<file path="src/rtl/polar_pkg.sv">
// rtl/polar_pkg.sv - shared types and elaboration-time helpers for the polar frozen-bit inserter
package polar_pkg;

   localparam int MAX_N = 256;
   localparam int POS_W = 8;

   typedef logic [MAX_N-1:0]            mask_t;
   typedef logic [MAX_N-1:0][POS_W-1:0] pos_tab_t;

   typedef enum logic {FILL = 1'b0, HOLD = 1'b1} state_t;

   function automatic int popcount(input mask_t mask, input int n);
      int cnt;
      cnt = 0;
      for (int i = 0; i < n; i++)
         if (mask[i])
            cnt++;
      return cnt;
   endfunction

   // Entry k holds the index of the k-th zero (information) bit of mask, ascending.
   function automatic pos_tab_t info_positions(input mask_t mask, input int n);
      pos_tab_t pos;
      int k;
      pos = '0;
      k = 0;
      for (int i = 0; i < n; i++) begin
         if (!mask[i]) begin
            pos[k] = POS_W'(i);
            k++;
         end
      end
      return pos;
   endfunction

endpackage

</file>
<file path="src/rtl/polar_frozen_inserter.sv">
// rtl/polar_frozen_inserter.sv - serial info bits into non-frozen positions of a registered u vector
module polar_frozen_inserter
   import polar_pkg::*;
#(
   parameter int N = 8,
   parameter int K = 4,
   parameter logic [N-1:0] FROZEN_MASK = 8'b0001_0111
) (
   input  logic         clk,
   input  logic         rst,
   input  logic         in_bit,
   input  logic         in_valid,
   output logic         in_ready,
   input  logic         frame_abort,
   output logic [N-1:0] u_vec,
   output logic         out_valid,
   input  logic         out_ready,
   output logic         busy
);

   localparam int CNT_W = $clog2(K + 1);
   localparam int IDX_W = $clog2(N);
   localparam pos_tab_t POS_TAB = info_positions(mask_t'(FROZEN_MASK), N);
   localparam logic [CNT_W-1:0] LAST_CNT = CNT_W'(K - 1);

   if (popcount(mask_t'(~FROZEN_MASK), N) != K) begin : g_bad_mask
      $error("FROZEN_MASK information-bit count does not match K");
   end

   state_t           state;
   logic [CNT_W-1:0] info_cnt;
   logic [N-1:0]     assembly;
   logic [N-1:0]     asm_next;
   logic [IDX_W-1:0] pos_cur;

   always_comb begin
      pos_cur  = POS_TAB[info_cnt][IDX_W-1:0];
      asm_next = assembly;
      asm_next[pos_cur] = in_bit;
   end

   always_ff @(posedge clk or posedge rst) begin
      if (rst) begin
         state     <= FILL;
         info_cnt  <= '0;
         assembly  <= '0;
         u_vec     <= '0;
         out_valid <= 1'b0;
         in_ready  <= 1'b1;
         busy      <= 1'b0;
      end else begin
         case (state)
            FILL: begin
               if (frame_abort) begin
                  info_cnt <= '0;
                  assembly <= '0;
                  busy     <= 1'b0;
               end else if (in_valid) begin
                  if (info_cnt == LAST_CNT) begin
                     u_vec     <= asm_next;
                     assembly  <= asm_next;
                     out_valid <= 1'b1;
                     in_ready  <= 1'b0;
                     info_cnt  <= '0;
                     busy      <= 1'b0;
                     state     <= HOLD;
                  end else begin
                     assembly <= asm_next;
                     info_cnt <= info_cnt + 1'b1;
                     busy     <= 1'b1;
                  end
               end
            end
            HOLD: begin
               // The next frame starts from a clean vector so unwritten positions read 0.
               if (out_ready) begin
                  out_valid <= 1'b0;
                  in_ready  <= 1'b1;
                  assembly  <= '0;
                  state     <= FILL;
               end
            end
            default: state <= FILL;
         endcase
      end
   end

endmodule

</file>
<file path="config.mk">
export PLATFORM = sky130hd
export DESIGN_NAME = polar_frozen_inserter
export DESIGN_NICKNAME = d
export VERILOG_FILES = /design/src/rtl/polar_pkg.sv /design/src/rtl/polar_frozen_inserter.sv
export SDC_FILE = /design/constraint.sdc
export NUM_CORES = 1
export LEC_CHECK = 0
export ABC_CLOCK_PERIOD_IN_PS = 2300
export CELL_PAD_IN_SITES_DETAIL_PLACEMENT = 1
export CELL_PAD_IN_SITES_GLOBAL_PLACEMENT = 1
export CORE_UTILIZATION = 42
export CTS_CLUSTER_DIAMETER = 30
export DETAILED_ROUTE_END_ITERATION = 12
export PLACE_DENSITY = 0.83
export SLEW_MARGIN = 10
export SYNTH_ARGS = -nofsm -noshare
export SYNTH_HDL_FRONTEND = slang
export SYNTH_SLANG_ARGS = --single-unit
</file>
<file path="constraint.sdc">
create_clock -name clk -period 2.3 [get_ports clk]
set_clock_uncertainty 0.2 [all_clocks]
set_input_delay 0.46 -clock clk [delete_from_list [all_inputs] [get_ports clk]]
set_output_delay 0.46 -clock clk [all_outputs]
set_load 0.01 [all_outputs]
</file>
# Word level (Yosys, flattened, before mapping)

Memories as Yosys holds them, arrays and structs flattened.
Cells that the tools add are included.

Logic and storage cells: 55
Bits in read-only memories: 64
Memories kept: 1
Register bits after elaboration: 23

Eq/ne operators: 6
Bitwise logic cells: 2
Multiplexer cells: 29
Add/sub/neg operators: 1
Reduce and logical (&&, ||, !) cells: 6
$lt $le $gt $ge: 3

Memories:

| memory           | depth | width | rd ports | clocked after memory_dff | wr ports | RTL line                    | source |
|---|---|---|---|---|---|---|---|
| (name not given) | 8     | 8     | 1        | 0                        | 0        | polar_frozen_inserter.sv:37 | `pos_cur = POS_TAB[info_cnt][IDX_W-1:0];` |

Operators with widths:

| operator                                                                             | number |
|---|---|
| 8-bit 2-to-1 mux                                                                     | 3 |
| 1-bit 2-to-1 mux                                                                     | 16 |
| 8-bit one-hot mux with 2 select lines                                                | 1 |
| 3-bit 2-to-1 mux                                                                     | 4 |
| 3-bit by 9-bit < comparator with 1-bit output (second input constant)                | 1 |
| 8-bit bitwise mux                                                                    | 1 |
| 2-bit inequality test (second input constant)                                        | 4 |
| 4-bit AND reduction                                                                  | 2 |
| 1-bit one-hot mux with 2 select lines                                                | 3 |
| 3-bit by 4-bit < comparator with 1-bit output (second input constant)                | 1 |
| 2-bit AND reduction                                                                  | 2 |
| 3-bit by 1-bit adder with 3-bit output (second input constant)                       | 1 |
| 1-bit demux with 3-bit select                                                        | 1 |
| 3-bit by 2-bit equality test with 1-bit output (second input constant)               | 1 |
| 3-bit by 1-bit greater-or-equal comparator with 1-bit output (second input constant) | 1 |
| 3-bit inequality test (second input constant)                                        | 1 |
| 1-bit inverter                                                                       | 2 |
| 2-bit nonzero test                                                                   | 1 |
| 1-bit logical AND                                                                    | 1 |

# Logic depth before layout (Yosys ltp)

Depth after elaboration: 10
Gate-level depth with buffers: 5
Mapped depth without buffers: 5

# Worst setup path after synthesis

Ideal clock, no wire load.

Path kind: flip-flop to flip-flop
From: register info_cnt[0]
To: register assembly[1]
Data arrival time: 1.409 ns
Path buffers: 0
Setup time: 0.125 ns
Clock period less this slack: 1.734 ns
Data required time: 1.975 ns
Cell stages (with the launch flop): 6
Path slack: 0.566 ns
Path through: dfrtp_1 inv_1 ha_1 nor4bb_1 mux2i_1 o2bb2ai_1

Cells in the longest elaborated chain, start to end: 10
Elaborated cells between the ends (all ways): 11

RTL lines:

| item                                                                                                                                                | RTL line                    | source |
|---|---|---|
| start: declaration                                                                                                                                  | polar_frozen_inserter.sv:31 | `logic [CNT_W-1:0] info_cnt;` |
| start signal: assignment                                                                                                                            | polar_frozen_inserter.sv:69 | `info_cnt <= info_cnt + 1'b1;` |
| memory read 8 x 8 bit (*)                                                                                                                           | n/a                         |  |
| 3-bit 2-to-1 mux (implied by the code) (*)                                                                                                          | polar_frozen_inserter.sv:37 |  |
| 3-bit by 4-bit < comparator with 1-bit output (implied by the code) or 3-bit by 1-bit greater-or-equal comparator with 1-bit output (tied branches) | polar_frozen_inserter.sv:39 | `asm_next[pos_cur] = in_bit;` |
| 1-bit logical AND (implied by the code)                                                                                                             | polar_frozen_inserter.sv:39 |  |
| 1-bit 2-to-1 mux (implied by the code)                                                                                                              | polar_frozen_inserter.sv:39 |  |
| 1-bit demux with 3-bit select (*)                                                                                                                   | polar_frozen_inserter.sv:39 |  |
| 8-bit bitwise mux (*)                                                                                                                               | polar_frozen_inserter.sv:39 |  |
| 8-bit 2-to-1 mux (*)                                                                                                                                | polar_frozen_inserter.sv:58 | `end else if (in_valid) begin` |
| 8-bit 2-to-1 mux (*)                                                                                                                                | polar_frozen_inserter.sv:54 | `if (frame_abort) begin` |
| 8-bit one-hot mux with 2 select lines (*)                                                                                                           | polar_frozen_inserter.sv:52 | `case (state)` |
| end signal: assignment                                                                                                                              | polar_frozen_inserter.sv:61 | `assembly <= asm_next;` |
| end signal: assignment                                                                                                                              | polar_frozen_inserter.sv:68 | `assembly <= asm_next;` |
| end: declaration                                                                                                                                    | polar_frozen_inserter.sv:32 | `logic [N-1:0] assembly;` |

Every way passes the cells marked *; elsewhere a longest branch is shown, timed or not. The select of a mux whose other input is x is not followed.
A chain may end at the register's enable or synchronous reset.

# Worst setup path after layout

From: register in_ready
To: output port in_ready

RTL lines:

| item                     | RTL line                    | source |
|---|---|---|
| start: declaration       | polar_frozen_inserter.sv:13 | `output logic in_ready,` |
| start signal: assignment | polar_frozen_inserter.sv:49 | `in_ready <= 1'b1;` |
| start signal: assignment | polar_frozen_inserter.sv:63 | `in_ready <= 1'b0;` |
| start signal: assignment | polar_frozen_inserter.sv:78 | `in_ready <= 1'b1;` |

No word-level cell between the ends.

==> flow_summary.yaml <==
clock_tree:
  h-tree-depth: 1
  cts_tree: "done"
  hold_buffers: 0
  clock_path_buffers: 2
  post_cts_buffers: 0
  insertion_delay_ns: 0.32
  cts_buffers: 3
  cts.sinks: 23
  cts_root_buf: "clkbuf_4"
  cts.clk_slew.worst_paths_ns: 0.14
  cts_resized: 0
critical_path:
  cp_slowest_stage_delay_ns: 0.56
  critPathKind: "reg -> out"
  ff2ff_path_depth: 5
  rrSetupSlack_ns: 0.27
  crit_start: "in_ready$_DFFE_PP1P_"
  reg2reg_to: "assembly[7]$_DFFE_PP0P_"
  critPathLaunchType: "flop"
  arrival_ns: 1.41
  worst-path-buf-inv: 1
  slowest_stage: "dfstp_2"
  endpoint_kind: "output port"
  crit_path_cell_trace: "clkdlybuf4s50_1"
  required_ns: 1.64
  rr_startpoint: "info_cnt[0]$_DFFE_PP0P_"
  crit_family: "flip-flops"
  crit_path_max_fanout: 2
synth:
  netlist_instances: 98
  synth.area.mux_share: 0.0699
  synth_nets: 108
  yosys.area_share.adder: 0.0437
  avgSynthCellArea_sq_um: 11.7
  synthArstFlopShare: 1.00
  ys.flop_type: "dfrtp_1"
  yosysTopAreaCell: "dfrtp_1"
  synth_top_area_share: 0.480
  yosys-top-cells-area: "dfrtp_1 (48%), mux2i_1 (7.0%), o21ai_0 (4.8%)"
  synth-simple-area-share: 0.131
  synth_xor_area_frac: 0
  synth_edf_count: 0
  yosys_warnings: 0
  synth_area_sq_um: 1150
  ys_seq_area_frac: 0.503
  ys_ff_latch: 23
  yosysMostFrequentCell: "dfrtp_1"
  synth_top_family_by_area: "compound AO/OA/AOI/OAI gates"
  synth_common_cells: "dfrtp_1 (22), o21ai_0 (11), mux2i_1 (8)"
  synth_compound_area_frac: 0.209
  synthDistinctLibCells: 36
timing:
  setup_tns_ns: 0
  slew-limit-headroom: 0.688
  setup-violations-final: 0
  min_period_over_period: 0.899
  finalMaxSlewViolations: 0
  final-hold-violation-count: 0
  fmax_mhz: 483
  tightest_slew_ns: 0.467
  fin_crit_ns: 2.07
  grt_setup_unrepaired: "false"
power:
  power_frac_comb: 0.214
  pwr-share-seq: 0.549
  p_int_uw: 598
  net-switching-power_uw: 237
  power_per_cell_area_nw_per_um2: 610
  finalPower_uw: 835
  ir_worst_vdd_uv: 371
  p_leak_nw: 0.603
  swShare: 0.284
  clkPwrFrac: 0.237
route:
  drcViolationCount: 0
  drtAntennaViolNets: 0
  dr.pass1.iters: 4
  vias: 856
  via_per_inst: 5.78
  wire_per_inst_um: 17.6
  drtIter0Drc: 12
  totalWireLength_um: 2600
run:
  cap_viol_max_count: 0
placement:
  place.gp.congestion: 0.728
  place_area_sq_um: 1340
  portBuffers: 16
  dp.cells: 144
  hpwl_um: 1900
floorplanning:
  io_pins: 17
  die_w_um: 54.2
  coreArea_sq_um: 2520
  dieArea_sq_um: 2940
  placementRows: 18
  dieHeight_um: 54.2
  initial_utilization: 0.454
outcome:
  outcome: "finished clean"
cells_and_area:
  diodes: 0
  final_cells: 148
  area_growth_pct: 19.5
  fin_util: 0.543
  drive_gt1_frac: 0.110
  nFillCells: 274
  num-nets-final: 129
  finalInstanceArea_sq_um: 1370
global_routing:
  grt_pass1_vias: 882
  grt_first_pass_wirelength_um: 4270
  gr-total-overflow: 0
  grt_max_degree: 15
  antenna_found_initial: 0
  grt_util_all_layers: 0.210
min_path:
  min_path_type: "in -> async"
==> cell families after synthesis <==
| group | after synthesis |
|---|---|
| and+or+nand+nor | 21 |
| muxes | 8 |
| AOI/OAI and AO/OA | 34 |
| adders and majority gates | 4 |
| buffers and inverters | 8 |
| DFF | 23 |
==> worst reg2reg max path, stage by stage (launching register included) <==
cell and delay (ns):
dfrtp_1 0.49, inv_1 0.11, ha_1 0.31, nor3b_1 0.44, o211ai_1 0.15, a32o_1 0.23
==> sequential cells by signal, indices dropped and copies added, names as in the netlist <==
register	count
assembly	8
busy	1
in_ready	1
info_cnt	3
out_valid	1
state	1
u_vec	8
==> power by group through the flow <==
stage	registers, mW	clock network [mW]	logic (mW)
2_1_floorplan	0.475	0	0.0869
3_3_place_gp	0.464	0	0.175
3_5_place_dp	0.467	0	0.180
4_1_cts	0.459	0.199	0.181
5_1_grt	0.463	0.220	0.197
6_report	0.459	0.198	0.179
==> layer usage <==
| metal | routed length (um) | GRT usage |
|---|---|---|
| met1 | 1260 | 0.300 |
| met2 | 1270 | 0.321 |
| met3 | 58 | 0.0361 |
| met4 | 15 | 0.0641 |
| met5 | 0 | 0 |
==> cells in the final DEF (no fill, tap or decap), types with 2 or more instances in the layout <==
cell type	count
a32o_1	2
nand2_1	5
dfrtp_1	22
a21oi_1	3
clkdlybuf4s50_1	16
nor3b_1	2
o21ai_0	11
nor4bb_1	2
o21ai_1	4
ha_1	4
clkbuf_4	3
buf_4	5
mux2i_1	8
o2bb2ai_1	6
inv_1	3
nor4b_1	2
==> metrics by stage <==
stage	hold WS (ns)	worst slack (ns)
floorplan	0.255	0.566
global placement	0.264	0.188
detailed placement	0.274	0.134
CTS	0.217	0.232
global route	0.232	0.135
finish	0.202	0.231
==> worst max-delay path by stage <==
stage | cells after the start | slack, ns | end
2_1_floorplan | 5 | 0.57 | assembly[1]$_DFFE_PP0P_
3_3_place_gp | 5 | 0.19 | u_vec[4]$_DFFE_PP0P_
3_5_place_dp | 5 | 0.13 | out_valid$_DFFE_PP0P_
4_1_cts | 1 | 0.23 | in_ready
5_1_grt | 5 | 0.13 | u_vec[5]$_DFFE_PP0P_
6_report | 1 | 0.23 | in_ready
==> area by class of cell <==
| cell class | count | area [sq um] | share of cell area |
|---|---|---|---|
| clock inverters | 1 | 5.00 | 0.00365 |
| inverters | 3 | 11.3 | 0.00822 |
| repair buffers | 21 | 198 | 0.144 |
| flip-flops and latches | 23 | 577 | 0.421 |
| multi-input cells | 67 | 519 | 0.379 |
| clock buffers | 3 | 22.5 | 0.0164 |
| well taps | 30 | 37.5 | 0.0274 |
No activity file was read; power rests on OpenSTA's default activity.
